===== config.mk =====
export PLATFORM = sky130hd
export DESIGN_NAME = clkspec_gcd_hs_n
export DESIGN_NICKNAME = d
export VERILOG_FILES = /design/src/rtl/clkspec_gcd_pkg.sv /design/src/rtl/clkspec_hs_gate_n.sv /design/src/rtl/clkspec_gcd_hs_n.sv
export SDC_FILE = /design/constraint.sdc
export NUM_CORES = 1
export LEC_CHECK = 0
export BUFFER_PORTS_ARGS = -buffer_cell sky130_fd_sc_hd__buf_4
export CORE_MARGIN = 3
export CORE_UTILIZATION = 54
export DETAILED_ROUTE_END_ITERATION = 8
export PLACE_DENSITY = 0.81
export SLEW_MARGIN = 20
export SYNTH_ARGS = -nofsm -noshare
export SYNTH_HDL_FRONTEND = slang
export SYNTH_SLANG_ARGS = --single-unit

===== constraint.sdc =====
create_clock -name clk -period 2.4 [get_ports clk]
set_clock_uncertainty 0.2 [all_clocks]
set_input_delay 0.36 -clock clk [delete_from_list [all_inputs] [get_ports clk]]
set_output_delay 0.36 -clock clk [all_outputs]
set_load 0.01 [all_outputs]

===== src/rtl/clkspec_gcd_pkg.sv =====
// Shared definitions for the handshaked GCD unit.
//   state_t   : FSM state encoding (3 bits, undefined codes recover to IDLE)
//   DEF_WIDTH : default operand/result width
//   DEF_CNT_W : default width of the per-result modulus-operation counter
//   sat_inc   : increment that sticks at the all-ones value of a w-bit field
package clkspec_gcd_pkg;

   localparam int DEF_WIDTH = 16;
   localparam int DEF_CNT_W = 8;

   typedef enum logic [2:0] {
      IDLE  = 3'd0,
      SEND  = 3'd1,
      WAIT  = 3'd2,
      CHECK = 3'd3,
      SWAP  = 3'd4,
      DONE  = 3'd5
   } state_t;

   // Saturating increment of a value held in a w-bit field (w <= 32).
   function automatic logic [31:0] sat_inc(input logic [31:0] v, input int unsigned w);
      logic [31:0] max_v;
      max_v = (w >= 32) ? 32'hFFFF_FFFF : ((32'd1 << w) - 32'd1);
      return (v >= max_v) ? max_v : (v + 32'd1);
   endfunction

endpackage


===== src/rtl/clkspec_hs_gate_n.sv =====
// Handshake data gate: forces a data bus to zero whenever its valid is low,
// so idle buses never leak stale register contents.
//   valid : qualifier of the bus
//   din   : raw data from the owning register
//   dout  : din when valid=1, otherwise all zeros
module clkspec_hs_gate_n #(
   parameter int WIDTH = 8
) (
   input  logic             valid,
   input  logic [WIDTH-1:0] din,
   output logic [WIDTH-1:0] dout
);

   assign dout = valid ? din : '0;

endmodule


===== src/rtl/clkspec_gcd_hs_n.sv =====
// Unsigned GCD by repeated remainder, using an external handshaked modulus
// unit. One operation is in flight at a time.
//   clk, reset                   : rising-edge clock, asynchronous active-high reset
//   in_valid/in_ready, a, b      : operand handshake
//   mod_req_valid/ready, dd, dv  : modulus request (dividend, divisor)
//   mod_rsp_valid/ready, rm      : modulus response (remainder)
//   out_valid/out_ready, dout    : GCD result handshake
//   iters                        : modulus operations issued for this result (saturating)
// All outputs decode from the state and datapath registers only.
module clkspec_gcd_hs_n
   import clkspec_gcd_pkg::*;
#(
   parameter int WIDTH = DEF_WIDTH,
   parameter int CNT_W = DEF_CNT_W
) (
   input  logic             clk,
   input  logic             reset,
   input  logic             in_valid,
   output logic             in_ready,
   input  logic [WIDTH-1:0] a,
   input  logic [WIDTH-1:0] b,
   output logic             mod_req_valid,
   input  logic             mod_req_ready,
   output logic [WIDTH-1:0] dd,
   output logic [WIDTH-1:0] dv,
   input  logic             mod_rsp_valid,
   output logic             mod_rsp_ready,
   input  logic [WIDTH-1:0] rm,
   output logic             out_valid,
   input  logic             out_ready,
   output logic [WIDTH-1:0] dout,
   output logic [CNT_W-1:0] iters
);

   state_t           state;
   logic [WIDTH-1:0] areg;
   logic [WIDTH-1:0] breg;
   logic [CNT_W-1:0] cnt;

   // Order the operands so the dividend is never smaller than the divisor.
   logic             a_ge_b;
   logic [WIDTH-1:0] op_max;
   logic [WIDTH-1:0] op_min;

   assign a_ge_b = (a >= b);
   assign op_max = a_ge_b ? a : b;
   assign op_min = a_ge_b ? b : a;

   always_ff @(posedge clk or posedge reset) begin
      if (reset) begin
         state <= IDLE;
         areg  <= '0;
         breg  <= '0;
         cnt   <= '0;
      end else begin
         case (state)
            IDLE: begin
               if (in_valid) begin
                  cnt  <= '0;
                  areg <= op_max;
                  if (op_min == '0) begin
                     // gcd(x,0)=x and gcd(0,0)=0 without touching the modulus unit
                     breg  <= op_max;
                     state <= DONE;
                  end else begin
                     breg  <= op_min;
                     state <= SEND;
                  end
               end
            end
            SEND: begin
               if (mod_req_ready) begin
                  cnt   <= CNT_W'(sat_inc(32'(cnt), CNT_W));
                  state <= WAIT;
               end
            end
            WAIT: begin
               if (mod_rsp_valid) begin
                  areg  <= rm;
                  state <= CHECK;
               end
            end
            CHECK: begin
               state <= (areg == '0) ? DONE : SWAP;
            end
            SWAP: begin
               // old divisor becomes the dividend, remainder becomes the divisor
               areg  <= breg;
               breg  <= areg;
               state <= SEND;
            end
            DONE: begin
               if (out_ready) begin
                  state <= IDLE;
               end
            end
            default: begin
               state <= IDLE;
            end
         endcase
      end
   end

   assign in_ready      = (state == IDLE);
   assign mod_req_valid = (state == SEND);
   assign mod_rsp_ready = (state == WAIT);
   assign out_valid     = (state == DONE);

   clkspec_hs_gate_n #(.WIDTH(WIDTH)) u_gate_dd (
      .valid (mod_req_valid),
      .din   (areg),
      .dout  (dd)
   );

   clkspec_hs_gate_n #(.WIDTH(WIDTH)) u_gate_dv (
      .valid (mod_req_valid),
      .din   (breg),
      .dout  (dv)
   );

   clkspec_hs_gate_n #(.WIDTH(WIDTH)) u_gate_dout (
      .valid (out_valid),
      .din   (breg),
      .dout  (dout)
   );

   clkspec_hs_gate_n #(.WIDTH(CNT_W)) u_gate_iters (
      .valid (out_valid),
      .din   (cnt),
      .dout  (iters)
   );

endmodule


==> impl_metrics.json, run 1 <==
{
  "drt_wl_total_um": 16000,
  "synth.avg_cell_area_um2": 8.54,
  "num_vias": 5076,
  "synth_top_family_by_area": "compound AO/OA/AOI/OAI gates",
  "drive_gt1_share_pct": 31.2,
  "hold_viol_final": 0,
  "switching_share_pct": 48.8,
  "ys_types": 54,
  "r2r_slack_ns": 0.0009,
  "antenna_found_initial": 0,
  "synthTopCellsByCount": "o211ai_1, nor2_1, dfrtp_1, and2_1, inv_1",
  "clk_path_buf_depth": 2,
  "synth_fa_ha_area_share_pct": 4.89,
  "critical_path.cell_chain": "buf_4, nor2_2, nand2_1, buf_4, a2111oi_0, o211ai_1, o221ai_1",
  "die_w_um": 95.7,
  "synth_compound_area_share_pct": 42.2,
  "dieArea_um2": 9160,
  "grt_pass1_wl_um": 24800,
  "drv_slew": 0,
  "synth_area_leaders": "dfrtp_1, o211ai_1, a2111oi_4",
  "place_congestion": 0.971,
  "vias_per_cell": 6.95,
  "ys_warn_count": 0,
  "grt_pass1_vias": 4813,
  "hold_start": "out_ready",
  "yosys.area.top_type": "dfrtp_1",
  "min_path_cells": 4,
  "cp.arrival_ns": 2.43,
  "tightest_slew_ns": 0.869,
  "clockPowerShare_pct": 9.1,
  "syn-instance-count": 509,
  "comb_power_share_pct": 68.1,
  "ys_async_sr_fraction_pct": 100,
  "startpoint_type": "flip-flop",
  "finalInstanceArea_um2": 5620,
  "p_leak_nw": 2.43,
  "h-tree-depth": 2,
  "min_period_ns": 2.40,
  "dr.first_iter.drc_count": 528,
  "post-route-period-util_pct": 100,
  "hold_path_class": "in2reg",
  "rsz0062_at_grt": "false",
  "ys.flop_type": "dfrtp_1",
  "cts_made_buffers": 5,
  "num_io_pins": 114,
  "whs_ns": 0.141,
  "clock-sinks": 43,
  "crit_buf_inv": 2,
  "path_delay_family": "compound AO/OA/AOI/OAI gates",
  "status": "completed",
  "syn_area_um2": 4350,
  "power_density_nw_per_um2": 1070,
  "drc": 0,
  "hold_path_end": "state[0]",
  "p_int_mw": 3.09,
  "final_nets": 698,
  "cp_max_fo": 26,
  "yosysMostFrequentCell": "o211ai_1",
  "rows": 32,
  "fill_cells": 616,
  "cts_tree": "done",
  "track_usage_pct": 34.7,
  "max_stage_delay_ns": 0.62,
  "finalPower_mw": 6.02,
  "muxShareOfSynthArea_pct": 0.489,
  "power_switching_mw": 2.94,
  "reg2reg_from": "state[0]",
  "hpwl_um": 11400,
  "io_buffers": 113,
  "maxSlewHeadroom_pct": 42.1,
  "path_common_cell": "buf_4",
  "cp_slowest_cell": "a2111oi_0",
  "drtPass1Iterations": 8,
  "clock_latency_ns": 0.32,
  "synth.yosys.seq_area_share_pct": 24.8,
  "grt_max_degree": 48,
  "cts_root_buf": "clkbuf_8",
  "criticalPathCategory": "reg2reg",
  "num_antenna_cells": 0,
  "antenna_left": 0,
  "wl_per_cell_um": 21.9,
  "synth_top_area_share_pct": 24.8,
  "setup_viol": 0,
  "place_area_um2": 5450,
  "worstPathRequired_ns": 2.43,
  "seq_power_share_pct": 22.8,
  "synth_edf_count": 0,
  "clk_pin_slew_ns": 0.09,
  "die_y_um": 95.7,
  "grt-ovfl-total": 0,
  "reg2regPathDepth": 7,
  "worstSetupEndpointType": "flip-flop",
  "worstReg2RegEnd": "areg[2]",
  "synth-xor-area-share_pct": 0,
  "ys_seq_elements": 43,
  "core_area_um2": 7770,
  "syn_to_final_growth_pct": 29.3,
  "max_freq_mhz": 417,
  "utilization_pct": 72.4,
  "synth_nets": 580,
  "start_util_pct": 56.0,
  "synth-simple-area-share_pct": 18.9,
  "maxCapViolCount": 0,
  "ir_drop_v": 0.000469
}
## final cells by class
type	count	area, um^2	area share [%]
multi-input cells	382	2910	51.7
repair buffers	160	1280	22.7
flip-flops and latches	43	1080	19.2
inverters	35	131	2.34
well taps	102	128	2.27
clock buffers	8	100	1.78
## placed cells by master, fill, tap and decap left out, types with 10 or more instances in the layout
cell       instances
buf_4            154
o211ai_1          58
nor2_1            42
dfrtp_1           42
and2_1            39
inv_1             34
o21ai_0           22
nor3_1            21
o21a_1            18
a221oi_1          17
ha_1              17
a22oi_1           16
o221ai_1          16
a2111oi_0         15
nand2_1           13
nor4_1            10
## through the flow
stage | TNS, ns | setup WS (ns) | cells
after global placement | 0 | 0.0111 | 718
after detailed placement | -1.41 | -0.0824 | 718
after CTS | 0 | 0.0111 | 728
final | 0 | 0.000911 | 730
after floorplan | 0 | 0.194 | 509
after global routing | 0 | 0.00148 | 730
## cells by family (layout without fill, tap and decap cells)
family | after synthesis | in the layout
adders and majority gates | 17 | 17
DFF | 43 | 43
buffers and inverters | 84 | 203
AOI/OAI and AO/OA | 209 | 209
muxes | 2 | 2
and+or+nand+nor | 154 | 154
## power by group through the flow
stage	combinational [mW]	sequential, mW	clock [mW]
floorplan	2.57	1.25	0
global placement	3.82	1.36	0
finish	4.10	1.37	0.549
CTS	3.99	1.37	0.533
global route	4.37	1.41	0.564
detailed placement	3.91	1.37	0
## flip-flops by register name (all words and copies together), names as in the netlist
name   cells
breg      16
areg      16
state      3
cnt        8
## worst max path at each step
stage / from / endpoint / cells after the start
4_1_cts: state[1] / iters[3] / 6
5_1_grt: state[1] / iters[4] / 6
6_report: state[0] / areg[2] / 7
3_5_place_dp: b[13] / breg[3] / 9
2_1_floorplan: b[5] / areg[0] / 9
3_3_place_gp: a[9] / areg[15] / 8
## layer usage
metal	vias up	global-route usage [%]	share of wire, %
met5	-	0	0
met4	0	14.5	3.3
met3	68	6.96	11
met2	381	56.4	47
met1	2399	45.0	38
li1	2228	-	-
## tightest hold or removal path: stages
cell and delay, ns:
buf_4 0.09, nand2_1 0.05, nand2_1 0.06, o21ai_0 0.06
## repair_timing
| action | CTS | global route |
|---|---|---|
| hold endpoints to repair | 15 | 0 |
| setup buffers | 0 | 2 |
| setup endpoints to repair | 40 | 45 |
| hold buffers | 1 | 0 |
| gates cloned | 1 | 0 |
| gates resized for setup | 1 | 2 |
| pin swaps | 0 | 0 |
No activity file was read; power rests on OpenSTA's default activity.
==> run 2, diff against run 1 <==
- CORE_MARGIN: 3 -> 4
- CORE_UTILIZATION: 54 -> 56
- CTS_BUF_LIST: default -> sky130_fd_sc_hd__clkbuf_4
- CTS_CLUSTER_SIZE: default -> 20
- PLACE_DENSITY: 0.81 -> 0.84
==> run 2 against run 1 <==
Final cell count fell by 0.82%. Clock power fell by 28%. Core utilization rose by 2.6 points. Hold slack got worse by 0.088 ns. Fmax rose by 1.9%. Clock-buffer cell count fell by 3. Critical path type is now reg2out. Largest cell class unchanged. Largest power group unchanged.
==> impl_metrics.json, run 2 (synthesis results as in run 1) <==
{
  "core_area_um2": 7410,
  "maxSlewHeadroom_pct": 57.4,
  "p_leak_nw": 2.39,
  "rows": 31,
  "place_congestion": 0.945,
  "drv_slew": 0,
  "hpwl_um": 11400,
  "cp.arrival_ns": 1.79,
  "rsz0062_at_grt": "true",
  "setup_viol": 0,
  "vias_per_cell": 7.02,
  "clk_path_buf_depth": 2,
  "syn_to_final_growth_pct": 27.8,
  "die_w_um": 96.1,
  "r2r_slack_ns": 0.10,
  "worstPathRequired_ns": 1.84,
  "clk_pin_slew_ns": 0.15,
  "start_util_pct": 58.7,
  "antenna_left": 0,
  "die_y_um": 96.1,
  "min_path_cells": 4,
  "drtPass1Iterations": 6,
  "cts_root_buf": "clkbuf_4",
  "dr.first_iter.drc_count": 530,
  "wl_per_cell_um": 22.7,
  "final_common_cell": "buf_4",
  "num_vias": 5084,
  "dieArea_um2": 9240,
  "grt_pass1_vias": 4899,
  "drive_gt1_share_pct": 31.7,
  "io_buffers": 113,
  "clock_latency_ns": 0.39,
  "reg2reg_from": "state[0]",
  "hold_path_class": "in2reg",
  "clock-sinks": 43,
  "grt-ovfl-total": 0,
  "min_period_ns": 2.35,
  "worstReg2RegEnd": "areg[5]",
  "drt_wl_total_um": 16400,
  "criticalPathCategory": "reg2out",
  "utilization_pct": 75.0,
  "final_nets": 695,
  "antenna_found_initial": 0,
  "layout_common_cells": "buf_4, o211ai_1, dfrtp_1",
  "power_density_nw_per_um2": 1060,
  "drc": 0,
  "hold_start": "out_ready",
  "tightest_slew_ns": 0.639,
  "h-tree-depth": 2,
  "cts_made_buffers": 5,
  "num_antenna_cells": 0,
  "dpl_worst_slack_ns": 0.00294,
  "hold_viol_final": 0,
  "maxCapViolCount": 0,
  "reg_top3": "areg x16, breg x16, cnt x8",
  "status": "completed",
  "max_freq_mhz": 425,
  "grt_max_degree": 48,
  "grt_pass1_wl_um": 25300,
  "startpoint_type": "flip-flop",
  "cts_tree": "done",
  "num_io_pins": 114,
  "worstSetupEndpointType": "primary output",
  "ir_drop_v": 0.000520,
  "reg2regPathDepth": 6,
  "cp_max_fo": 10,
  "post-route-period-util_pct": 98.1,
  "hold_path_end": "state[0]",
  "track_usage_pct": 35.4,
  "fin_ws_ns": 0.0468
}
run 2: how the worst max path moves through the flow:
stage	from	end	slack [ns]
2_1_floorplan	b[5]	areg[0]	0.19
3_3_place_gp	a[5]	state[2]	0.05
3_5_place_dp	b[9]	areg[14]	0.003
4_1_cts	state[1]	dout[7]	-0.001
5_1_grt	state[1]	dout[6]	-0.01
6_report	state[1]	in_ready	0.05
run 2: timing repair:
action	in CTS	in global routing
pin swaps	0	1
gates cloned	1	2
endpoints found under the setup margin	56	50
buffers inserted	2	1
hold buffers	1	0
gates resized for setup	9	11
hold endpoints to repair	43	0
run 2: cell type report:
| cell class | count | area [um^2] |
|---|---|---|
| Timing Repair Buffer | 156 | 1230 |
| Clock inverter | 3 | 20.0 |
| Tap cell | 99 | 124 |
| Multi-Input combinational cell | 383 | 2930 |
| Inverter | 35 | 131 |
| Clock buffer | 5 | 37.5 |
| Sequential cell | 43 | 1080 |
| Fill cell | 569 | 1850 |
run 2: per-stage QoR:
step                instances  total power [mW]  cell area, um^2  TNS [ns]  hold WS (ns)
floorplan                 509              3.82             4350         0         0.274
global placement          709              5.14             5390         0         0.311
detailed placement        709              5.27             5390         0         0.322
CTS                       721              5.75             5510  -0.00190        0.0401
global route              724              6.23             5560   -0.0486        0.0596
finish                    724              5.90             5560         0        0.0525
run 2: where the power goes:
group	internal [mW]	switching [mW]	total (mW)	leakage (nW)
Sequential	1.02	0.347	1.37	0.510
Clock	0.112	0.282	0.395	0.0272
Combinational	1.80	2.33	4.13	1.85
Total	2.94	2.96	5.90	2.39
run 2: layer usage:
layer | wire length, um | track usage (%) | vias up
met5 | 0 | 0 | -
met4 | 537 | 14.7 | 0
met3 | 2010 | 7.35 | 62
met2 | 7680 | 56.9 | 407
met1 | 6180 | 46.1 | 2395
li1 | - | - | 2220
run 2: critical path: stages, from the launching register on:
cell     delay (ns)
dfrtp_1        0.44
buf_4          0.15
or2_4          0.31
buf_6          0.20
nor2_1         0.16
buf_4          0.15
